**src/rtl/dot_product_pkg.sv**
```systemverilog
// Shared definitions for the dot-product streamer.
//   state_e      : controller FSM states
//   WAIT_TIMEOUT : WAIT cycles allowed for the consumer's result before giving up
//   WCNT_W       : width of the WAIT cycle counter
package dot_product_pkg;

  typedef enum logic [1:0] {
    ST_IDLE   = 2'd0,
    ST_STREAM = 2'd1,
    ST_WAIT   = 2'd2,
    ST_DONE   = 2'd3
  } state_e;

  localparam int WAIT_TIMEOUT = 8;
  localparam int WCNT_W       = $clog2(WAIT_TIMEOUT);

endpackage

```
**src/rtl/dot_product_streamer_vector_bank.sv**
```systemverilog
// vector_bank: LENGTH x BITS register array with one write port and a
// combinational read port.
//   clk, rst_n : clock, async active-low reset (clears every element)
//   wr_en      : write strobe, already qualified by the caller
//   wr_addr    : element index; indices >= LENGTH match no element and are dropped
//   wr_data    : element value
//   rd_idx     : read index; out-of-range reads return 0
//   rd_data    : element at rd_idx
module vector_bank #(
  parameter int BITS   = 8,
  parameter int LENGTH = 10
) (
  input  logic            clk,
  input  logic            rst_n,
  input  logic            wr_en,
  input  logic [7:0]      wr_addr,
  input  logic [BITS-1:0] wr_data,
  input  logic [7:0]      rd_idx,
  output logic [BITS-1:0] rd_data
);

  logic [LENGTH-1:0][BITS-1:0] r_mem;

  // Per-element decode: an address past the end simply matches nothing.
  for (genvar g = 0; g < LENGTH; g++) begin : g_elem
    always_ff @(posedge clk or negedge rst_n) begin
      if (!rst_n)                             r_mem[g] <= '0;
      else if (wr_en && (wr_addr == 8'(g)))   r_mem[g] <= wr_data;
    end
  end

  always_comb begin
    rd_data = '0;
    for (int i = 0; i < LENGTH; i++)
      if (rd_idx == 8'(i)) rd_data = r_mem[i];
  end

endmodule

```
**src/rtl/dot_product_streamer.sv**
```systemverilog
// dot_product_streamer: holds vectors A and B, streams A[i]/B[i] pairs to an
// external multiply-accumulate unit, then waits for its result.
//   clk, rst_n         : clock, async active-low reset
//   wr_en/sel/addr/data: element write port (sel 0 = A, 1 = B), ignored while busy
//   start              : request a run (honoured only in IDLE)
//   busy               : run in progress (STREAM or WAIT)
//   s_valid, s_a, s_b  : operand stream, zero outside STREAM
//   r_valid, r_data    : result return from the consumer (only seen in WAIT)
//   done               : one-cycle pulse when a run finishes
//   result             : last captured r_data
//   timeout            : sticky, set when WAIT expired; cleared by the next start
module dot_product_streamer
  import dot_product_pkg::*;
#(
  parameter int BITS   = 8,
  parameter int LENGTH = 10
) (
  input  logic            clk,
  input  logic            rst_n,
  input  logic            wr_en,
  input  logic            wr_sel,
  input  logic [7:0]      wr_addr,
  input  logic [BITS-1:0] wr_data,
  input  logic            start,
  output logic            busy,
  output logic            s_valid,
  output logic [BITS-1:0] s_a,
  output logic [BITS-1:0] s_b,
  input  logic            r_valid,
  input  logic [BITS-1:0] r_data,
  output logic            done,
  output logic [BITS-1:0] result,
  output logic            timeout
);

  localparam logic [7:0]        IDX_LAST  = 8'(LENGTH - 1);
  localparam logic [WCNT_W-1:0] WCNT_LAST = WCNT_W'(WAIT_TIMEOUT - 1);

  state_e            r_state;
  logic [7:0]        r_idx;
  logic [WCNT_W-1:0] r_wcnt;
  logic              r_busy, r_s_valid, r_done, r_timeout;
  logic [BITS-1:0]   r_s_a, r_s_b, r_result;

  logic [7:0]      w_rd_idx;
  logic [BITS-1:0] w_a, w_b;
  logic            w_wr_a, w_wr_b;

  assign w_wr_a = wr_en && !r_busy && !wr_sel;
  assign w_wr_b = wr_en && !r_busy &&  wr_sel;

  // Outputs are registered, so the banks are read one element ahead:
  // element 0 while IDLE (loaded on start), idx+1 while STREAM.
  assign w_rd_idx = (r_state == ST_STREAM) ? r_idx + 8'd1 : 8'd0;

  vector_bank #(.BITS(BITS), .LENGTH(LENGTH)) u_bank_a (
    .clk     (clk),
    .rst_n   (rst_n),
    .wr_en   (w_wr_a),
    .wr_addr (wr_addr),
    .wr_data (wr_data),
    .rd_idx  (w_rd_idx),
    .rd_data (w_a)
  );

  vector_bank #(.BITS(BITS), .LENGTH(LENGTH)) u_bank_b (
    .clk     (clk),
    .rst_n   (rst_n),
    .wr_en   (w_wr_b),
    .wr_addr (wr_addr),
    .wr_data (wr_data),
    .rd_idx  (w_rd_idx),
    .rd_data (w_b)
  );

  always_ff @(posedge clk or negedge rst_n) begin
    if (!rst_n) begin
      r_state   <= ST_IDLE;
      r_idx     <= '0;
      r_wcnt    <= '0;
      r_busy    <= 1'b0;
      r_s_valid <= 1'b0;
      r_s_a     <= '0;
      r_s_b     <= '0;
      r_done    <= 1'b0;
      r_result  <= '0;
      r_timeout <= 1'b0;
    end else begin
      r_done <= 1'b0;
      case (r_state)
        ST_IDLE: begin
          if (start) begin
            r_state   <= ST_STREAM;
            r_idx     <= '0;
            r_busy    <= 1'b1;
            r_timeout <= 1'b0;
            r_s_valid <= 1'b1;
            r_s_a     <= w_a;
            r_s_b     <= w_b;
          end
        end
        ST_STREAM: begin
          if (r_idx == IDX_LAST) begin
            r_state   <= ST_WAIT;
            r_wcnt    <= '0;
            r_s_valid <= 1'b0;
            r_s_a     <= '0;
            r_s_b     <= '0;
          end else begin
            r_idx <= r_idx + 8'd1;
            r_s_a <= w_a;
            r_s_b <= w_b;
          end
        end
        ST_WAIT: begin
          // A result on the last allowed cycle still wins over the timeout.
          if (r_valid) begin
            r_result <= r_data;
            r_state  <= ST_DONE;
            r_busy   <= 1'b0;
            r_done   <= 1'b1;
          end else if (r_wcnt == WCNT_LAST) begin
            r_timeout <= 1'b1;
            r_state   <= ST_DONE;
            r_busy    <= 1'b0;
            r_done    <= 1'b1;
          end else begin
            r_wcnt <= r_wcnt + 1'b1;
          end
        end
        ST_DONE: r_state <= ST_IDLE;
        default: r_state <= ST_IDLE;
      endcase
    end
  end

  assign busy    = r_busy;
  assign s_valid = r_s_valid;
  assign s_a     = r_s_a;
  assign s_b     = r_s_b;
  assign done    = r_done;
  assign result  = r_result;
  assign timeout = r_timeout;

endmodule
```
**config.mk**
```make
export PLATFORM = sky130hd
export DESIGN_NAME = dot_product_streamer
export DESIGN_NICKNAME = d
export VERILOG_FILES = /design/src/rtl/dot_product_pkg.sv /design/src/rtl/dot_product_streamer_vector_bank.sv /design/src/rtl/dot_product_streamer.sv
export SDC_FILE = /design/constraint.sdc
export NUM_CORES = 1
export LEC_CHECK = 0
export BUFFER_PORTS_ARGS = -buffer_cell sky130_fd_sc_hd__buf_2
export CAP_MARGIN = 20
export CORE_UTILIZATION = 66
export CTS_CLUSTER_DIAMETER = 60
export CTS_CLUSTER_SIZE = 24
export DETAILED_ROUTE_END_ITERATION = 8
export HOLD_SLACK_MARGIN = 0.12
export PLACE_DENSITY = 0.81
export REMOVE_ABC_BUFFERS = 1
export SLEW_MARGIN = 20
export SYNTH_ARGS = -nofsm -noshare
export SYNTH_HDL_FRONTEND = slang
export SYNTH_HIERARCHICAL = 1
export SYNTH_SLANG_ARGS = --single-unit
```
**constraint.sdc**
```tcl
create_clock -name clk -period 7 [get_ports clk]
set_clock_uncertainty 0.15 [all_clocks]
set_input_delay 0.35 -clock clk [delete_from_list [all_inputs] [get_ports clk]]
set_output_delay 0.35 -clock clk [all_outputs]
set_load 0.03 [all_outputs]
```
# --- Yosys cells after proc, flatten, opt, wreduce, memory -nomap -nowiden ---
# Cells that the tools add are included.
classes:
  addsub: 2
  n_eq_ne: 30
  n_reduce_logical: 39
  n_mux: 52
op_table:
  columns: ["op", "count"]
  rows:
  - ["two-way mux 8 bit", 27]
  - ["equality test 8 x 3 -> 1 bit (second input constant)", 8]
  - ["one-hot mux 8 bit (2 select lines)", 3]
  - ["equality test 8 x 4 -> 1 bit (second input constant)", 5]
  - ["equality test 8 x 2 -> 1 bit (second input constant)", 4]
  - ["logical AND 1 bit", 23]
  - ["equality test 8 x 1 -> 1 bit (second input constant)", 2]
  - ["zero test 8 bit", 2]
  - ["AND reduction 3 bit", 4]
  - ["two-way mux 1 bit", 10]
  - ["inequality test 2 bit (second input constant)", 5]
  - ["two-way mux 3 bit", 3]
  - ["adder 8 x 1 -> 8 bit (second input constant)", 1]
  - ["two-way mux 2 bit", 4]
  - ["one-hot mux 2 bit (4 select lines)", 1]
  - ["AND reduction 4 bit", 2]
  - ["one-hot mux 1 bit (2 select lines)", 3]
  - ["one-hot mux 3 bit (2 select lines)", 1]
  - ["nonzero test 2 bit", 3]
  - ["equality test 2 bit (second input constant)", 2]
  - ["AND reduction 2 bit", 2]
  - ["adder 3 x 1 -> 3 bit (second input constant)", 1]
  - ["equality test 3 bit (second input constant)", 1]
  - ["inequality test 3 bit (second input constant)", 1]
  - ["4 further kinds", 5]
totals:
  wordCells: 153
  input_bits: 30
  output_inout_bits: 28
  ff_bits: 201

# --- Logic depth before layout (Yosys ltp) ---
depth:
  depth_word: 15
  depth_mapped: 12
  mapped_depth_nobuf: 10

# --- Cells and area by module ---
# The synthesis kept the hierarchy.
modules_own_cells:
  columns: ["module", "area_each_um2", "instances", "cells_each"]
  rows:
  - ["vector_bank", 3978.8, 2, 307]
  - ["dot_product_streamer", 1943.1, 1, 164]

# --- Worst setup path after synthesis ---
# OpenSTA, ideal clock, no wires.
synth_path:
  path_kind: "reg-to-reg"
  start: "register r_state[1]"
  end: "register r_s_a[7], in the netlist s_a[7]"
  t_required_ps: 6729
  stages_incl_launch_ff: 10
  slack_ps: 3968
  arrival_ps: 2761
  setup_ps: 121
  path_cell_list: "dfrtp_1 inv_1 ha_1 clkbuf_1 nor2b_1 buf_2 mux4_2 o21ai_0 o22ai_1 a22o_1"
synth_between:
  elab_chain_cells: 15
  elab_cells_between_ends: 29
synth_rtl:
  columns: ["element", "line_no", "source"]
  rows:
  - ["start: declaration", "dot_product_streamer.sv:39", "state_e r_state;"]
  - ["start signal: assignment", "dot_product_streamer.sv:78", "r_state <= ST_IDLE;"]
  - ["start signal: assignment", "dot_product_streamer.sv:93", "r_state <= ST_STREAM;"]
  - ["start signal: assignment", "dot_product_streamer.sv:104", "r_state <= ST_WAIT;"]
  - ["equality test 2 x 1 -> 1 bit (*)", "dot_product_streamer.sv:54", "assign w_rd_idx = (r_state == ST_STREAM) ? r_idx + 8'd1 : 8'd0;"]
  - ["two-way mux 8 bit (*)", "dot_product_streamer.sv:54", null]
  - ["named net w_rd_idx[0]", "dot_product_streamer.sv:45", "logic [7:0] w_rd_idx;"]
  - ["zero test 8 bit", "dot_product_streamer_vector_bank.sv:35", "if (rd_idx == 8'(i)) rd_data = r_mem[i];"]
  - ["two-way mux 8 bit (9 in series)", "dot_product_streamer_vector_bank.sv:35", null]
  - ["two-way mux 8 bit (*)", "dot_product_streamer_vector_bank.sv:35", null]
  - ["named net w_a[7]", "dot_product_streamer.sv:46", "logic [BITS-1:0] w_a, w_b;"]
  - ["two-way mux 8 bit (on tied branches)", "dot_product_streamer.sv:103, dot_product_streamer.sv:92", null]
  - ["one-hot mux 8 bit (2 select lines) (*)", "dot_product_streamer.sv:90", "case (r_state)"]
  - ["end signal: assignment", "dot_product_streamer.sv:98", "r_s_a <= w_a;"]
  - ["end signal: assignment", "dot_product_streamer.sv:111", "r_s_a <= w_a;"]
  - ["end: declaration", "dot_product_streamer.sv:43", "logic [BITS-1:0] r_s_a, r_s_b, r_result;"]
# The timed path passes the listed nets; every way through them passes the cells marked *. The select of a mux whose other input is x is not followed.
# A chain may end at the register's enable or synchronous reset.

# --- Worst setup path after layout ---
layout_path:
  start: "register r_state[1]"
  end: "register r_s_b[3], in the netlist s_b[3]"
layout_between:
  elab_chain_cells: 15
  elab_cells_between_ends: 29
layout_rtl:
  columns: ["element", "line_no", "source"]
  rows:
  - ["equality test 2 x 1 -> 1 bit (*)", "dot_product_streamer.sv:54", null]
  - ["two-way mux 8 bit (*)", "dot_product_streamer.sv:54", null]
  - ["named net w_rd_idx[0]", "dot_product_streamer.sv:45", null]
  - ["zero test 8 bit", "dot_product_streamer_vector_bank.sv:35", null]
  - ["two-way mux 8 bit (9 in series)", "dot_product_streamer_vector_bank.sv:35", null]
  - ["two-way mux 8 bit (*)", "dot_product_streamer_vector_bank.sv:35", null]
  - ["named net w_b[3]", "dot_product_streamer.sv:46", null]
  - ["two-way mux 8 bit (on tied branches)", "dot_product_streamer.sv:103, dot_product_streamer.sv:92", null]
  - ["one-hot mux 8 bit (2 select lines) (*)", "dot_product_streamer.sv:90", null]
  - ["end signal: assignment", "dot_product_streamer.sv:99", "r_s_b <= w_b;"]
  - ["end signal: assignment", "dot_product_streamer.sv:112", "r_s_b <= w_b;"]
  - ["end: declaration", "dot_product_streamer.sv:43", null]
# Marked as above.

==> metrics.yaml <==
routing:
  viasPerCell: 6.67
  wirelength_mm: 23.2
  ant_nets: 0
  met1Wirelength_mm: 10.3
  drt_iter0_markers: 517
  top_layer: "met4"
  dr_wl_met3_mm: 1.22
  wl_met2_mm: 11.2
  post_drt_wl_per_cell_um: 23.0
  drcViolationCount: 0
  firstDrtPassIters: 5
  dr_total_vias: 6725
power:
  p_seq_share_pct: 43.4
  power_frac_clock_pct: 31.1
  ir_drop_v: 0.000179
  pwr_density_cell_nw_per_um2: 270
  p_switching_mw: 0.958
  p_leak_nw: 5.22
  p_comb_share_pct: 25.6
  internal-power_mw: 1.99
  switching_share_pct: 32.5
floorplanning:
  start_util_pct: 67.9
  fp-row-count: 44
  die_area_um2: 15500
  fp.dieW_um: 124
  core_area_um2: 14600
  die_h_um: 124
  io_pins: 58
clocking:
  cts_sinks: 201
  clk_pin_slew_ns: 0.09
  cts_buffers: 15
  cts_tree: "yes"
  cts_root_buffer: "clkbuf_16"
  cts_setup_buffers: 0
  htreeDepth: 1
  clockBufferDepth: 3
  insertion_delay_ns: 0.47
cells_and_area:
  area_growth_pct: 10.2
  layout.cells.non_filler: 1009
  fin_area_um2: 10900
  drive_above_1_share_pct: 37.2
  nNetsFinal: 855
  n_antenna_cell: 0
sta:
  fmax_mhz: 258
  hold_violations: 0
  fin_crit_ns: 3.88
  setup_viol: 0
  fin_tns_setup_ns: 0
  period_share_pct: 55.5
  worst_slew_pin_slew_ns: 1.01
  drv_slew: 0
  rsz0062_at_grt: "false"
  max_slew_margin_pct: 32.8
synthesis:
  yosys-top-cells-area: "dfrtp_1, mux2_2, mux4_2, mux2i_1, a22o_1"
  ys_seq_area_share_pct: 50.8
  synth-edff-count: 0
  synthCells: 778
  synthesis.area_um2: 9900
  ys_seq_elements: 201
  yosysUniqueCellTypes: 59
  synth_top_area_share_pct: 50.8
  ys_warn_count: 6
  yosys-top-cells-count: "dfrtp_1, mux2_2, nor2_1, mux2i_1, o21ai_0"
  ys_async_sr_fraction_pct: 100
  synth.largest_area_cell: "dfrtp_1"
  synth_most_common_cell: "dfrtp_1"
  syn_avg_cell_area_um2: 12.7
  ys.flop_type: "dfrtp_1"
worst_setup_path:
  regToRegEndpoint: "s_b[3]"
  worstRegToRegCells: 8
  start_kind: "flop"
  worstReg2RegStart: "r_state[1]"
  required_ns: 7.22
  rrSetupSlack_ns: 3.12
  criticalPathCategory: "reg2reg"
  cp-end-kind: "flop"
  critPathLaunch: "r_state[1]"
  cp.arrival_ns: 4.10
  worst-path-max-fanout: 72
worst_hold_path:
  holdCritPathClass: "in2reg"
  min-delay-start: "wr_data[2]"
  whs_path_depth: 3
  hold_end: "u_bank_a/r_mem[42]"
run_status:
  status: "completed"
placement:
  placed_cells: 973
  gp_congestion: 0.836
  post-dp-hpwl_mm: 15.0
  port_buffers: 57
  dpl_cell_area_um2: 10300
global_routing:
  grt_pass1_vias: 6923
  antenna_found_initial: 0
  grtUsageTotal_pct: 31.0
  grt_start_max_net_pins: 118
  grt_pass1_wl_mm: 37.7
  grt-ovfl-total: 0
job:
  drv_cap: 0
-- stage by stage --
stage,utilization [%],power [mW],worst slack [ns],hold slack (ns)
detailed placement,70.4,2.05,3.16,0.337
global route,74.8,3.07,2.89,0.243
finish,74.8,2.95,3.12,0.191
CTS,74.8,2.96,3.14,0.170
floorplan,-,1.82,0.773,-0.0956
global placement,70.4,2.02,3.25,0.318
-- cells by family after synthesis --
| family | Yosys count | share of synthesized area (%) |
|---|---|---|
| and+or+nand+nor | 169 | 11.2 |
| muxes | 217 | 26.0 |
| DFF | 201 | 50.8 |
| adders and majority gates | 7 | 0.885 |
| AOI/OAI and AO/OA | 119 | 8.33 |
| buffers and inverters | 62 | 2.53 |
| xor gates and xnor gates | 3 | 0.265 |
-- state kept, by name, summed over array words and instances, names as in the netlist --
name / flops
r_idx: 8
u_bank_b/r_mem: 80
r_state: 2
s_valid: 1
done: 1
r_wcnt: 3
u_bank_a/r_mem: 80
busy: 1
s_b: 8
s_a: 8
result: 8
timeout: 1
-- worst max-delay path, stage by stage (launching register included) --
cell     delay, ns
dfrtp_1       0.40
inv_1         0.08
ha_1          0.60
nor2b_4       0.45
buf_4         0.76
mux4_2        0.59
mux2i_1       0.28
o22ai_1       0.15
a22o_1        0.21
-- cell type report --
cell class	instances	area, um2
Tap cell	184	230
Timing Repair Buffer	74	455
Clock buffer	15	375
Inverter	11	41.3
Clock inverter	9	138
Sequential cell	201	5030
Multi-Input combinational cell	515	4640
Fill cell	888	3680
-- power by group through the flow --
stage / logic [mW] / clock network, mW / registers [mW]
6_report: 0.755 / 0.916 / 1.28
5_1_grt: 0.810 / 0.971 / 1.29
4_1_cts: 0.753 / 0.932 / 1.28
3_5_place_dp: 0.746 / 0 / 1.30
3_3_place_gp: 0.722 / 0 / 1.30
2_1_floorplan: 0.456 / 0 / 1.36
-- routing by layer --
| metal | vias to the layer above | GRT usage, % |
|---|---|---|
| li1 | 2954 | - |
| met1 | 3490 | 44.4 |
| met2 | 237 | 49.4 |
| met3 | 44 | 4.77 |
| met4 | 0 | 9.36 |
| met5 | - | 0 |
-- how the worst max path moves through the flow --
| stage | cells after the start | to |
|---|---|---|
| after floorplan | 8 | s_a[2] |
| after detailed placement | 9 | s_b[1] |
| after global routing | 10 | s_b[4] |
| final | 8 | s_b[3] |
| after CTS | 9 | s_b[1] |
| after global placement | 9 | s_b[1] |
-- placed cells by master (no fill, tap or decap), types with 16 or more instances in the layout --
cell type,n
a22o_1,18
o21ai_0,25
nor2b_1,18
buf_2,56
a21oi_1,21
nand3_1,16
mux2i_1,25
nor2_1,31
mux2_2,174
nand2_1,23
dfrtp_1,201
-- repair_timing --
action,4_1_cts,5_1_grt
hold endpoints to repair,126,0
resized for setup,0,0
hold buffers,12,0
No activity file was read; power rests on OpenSTA's default activity.
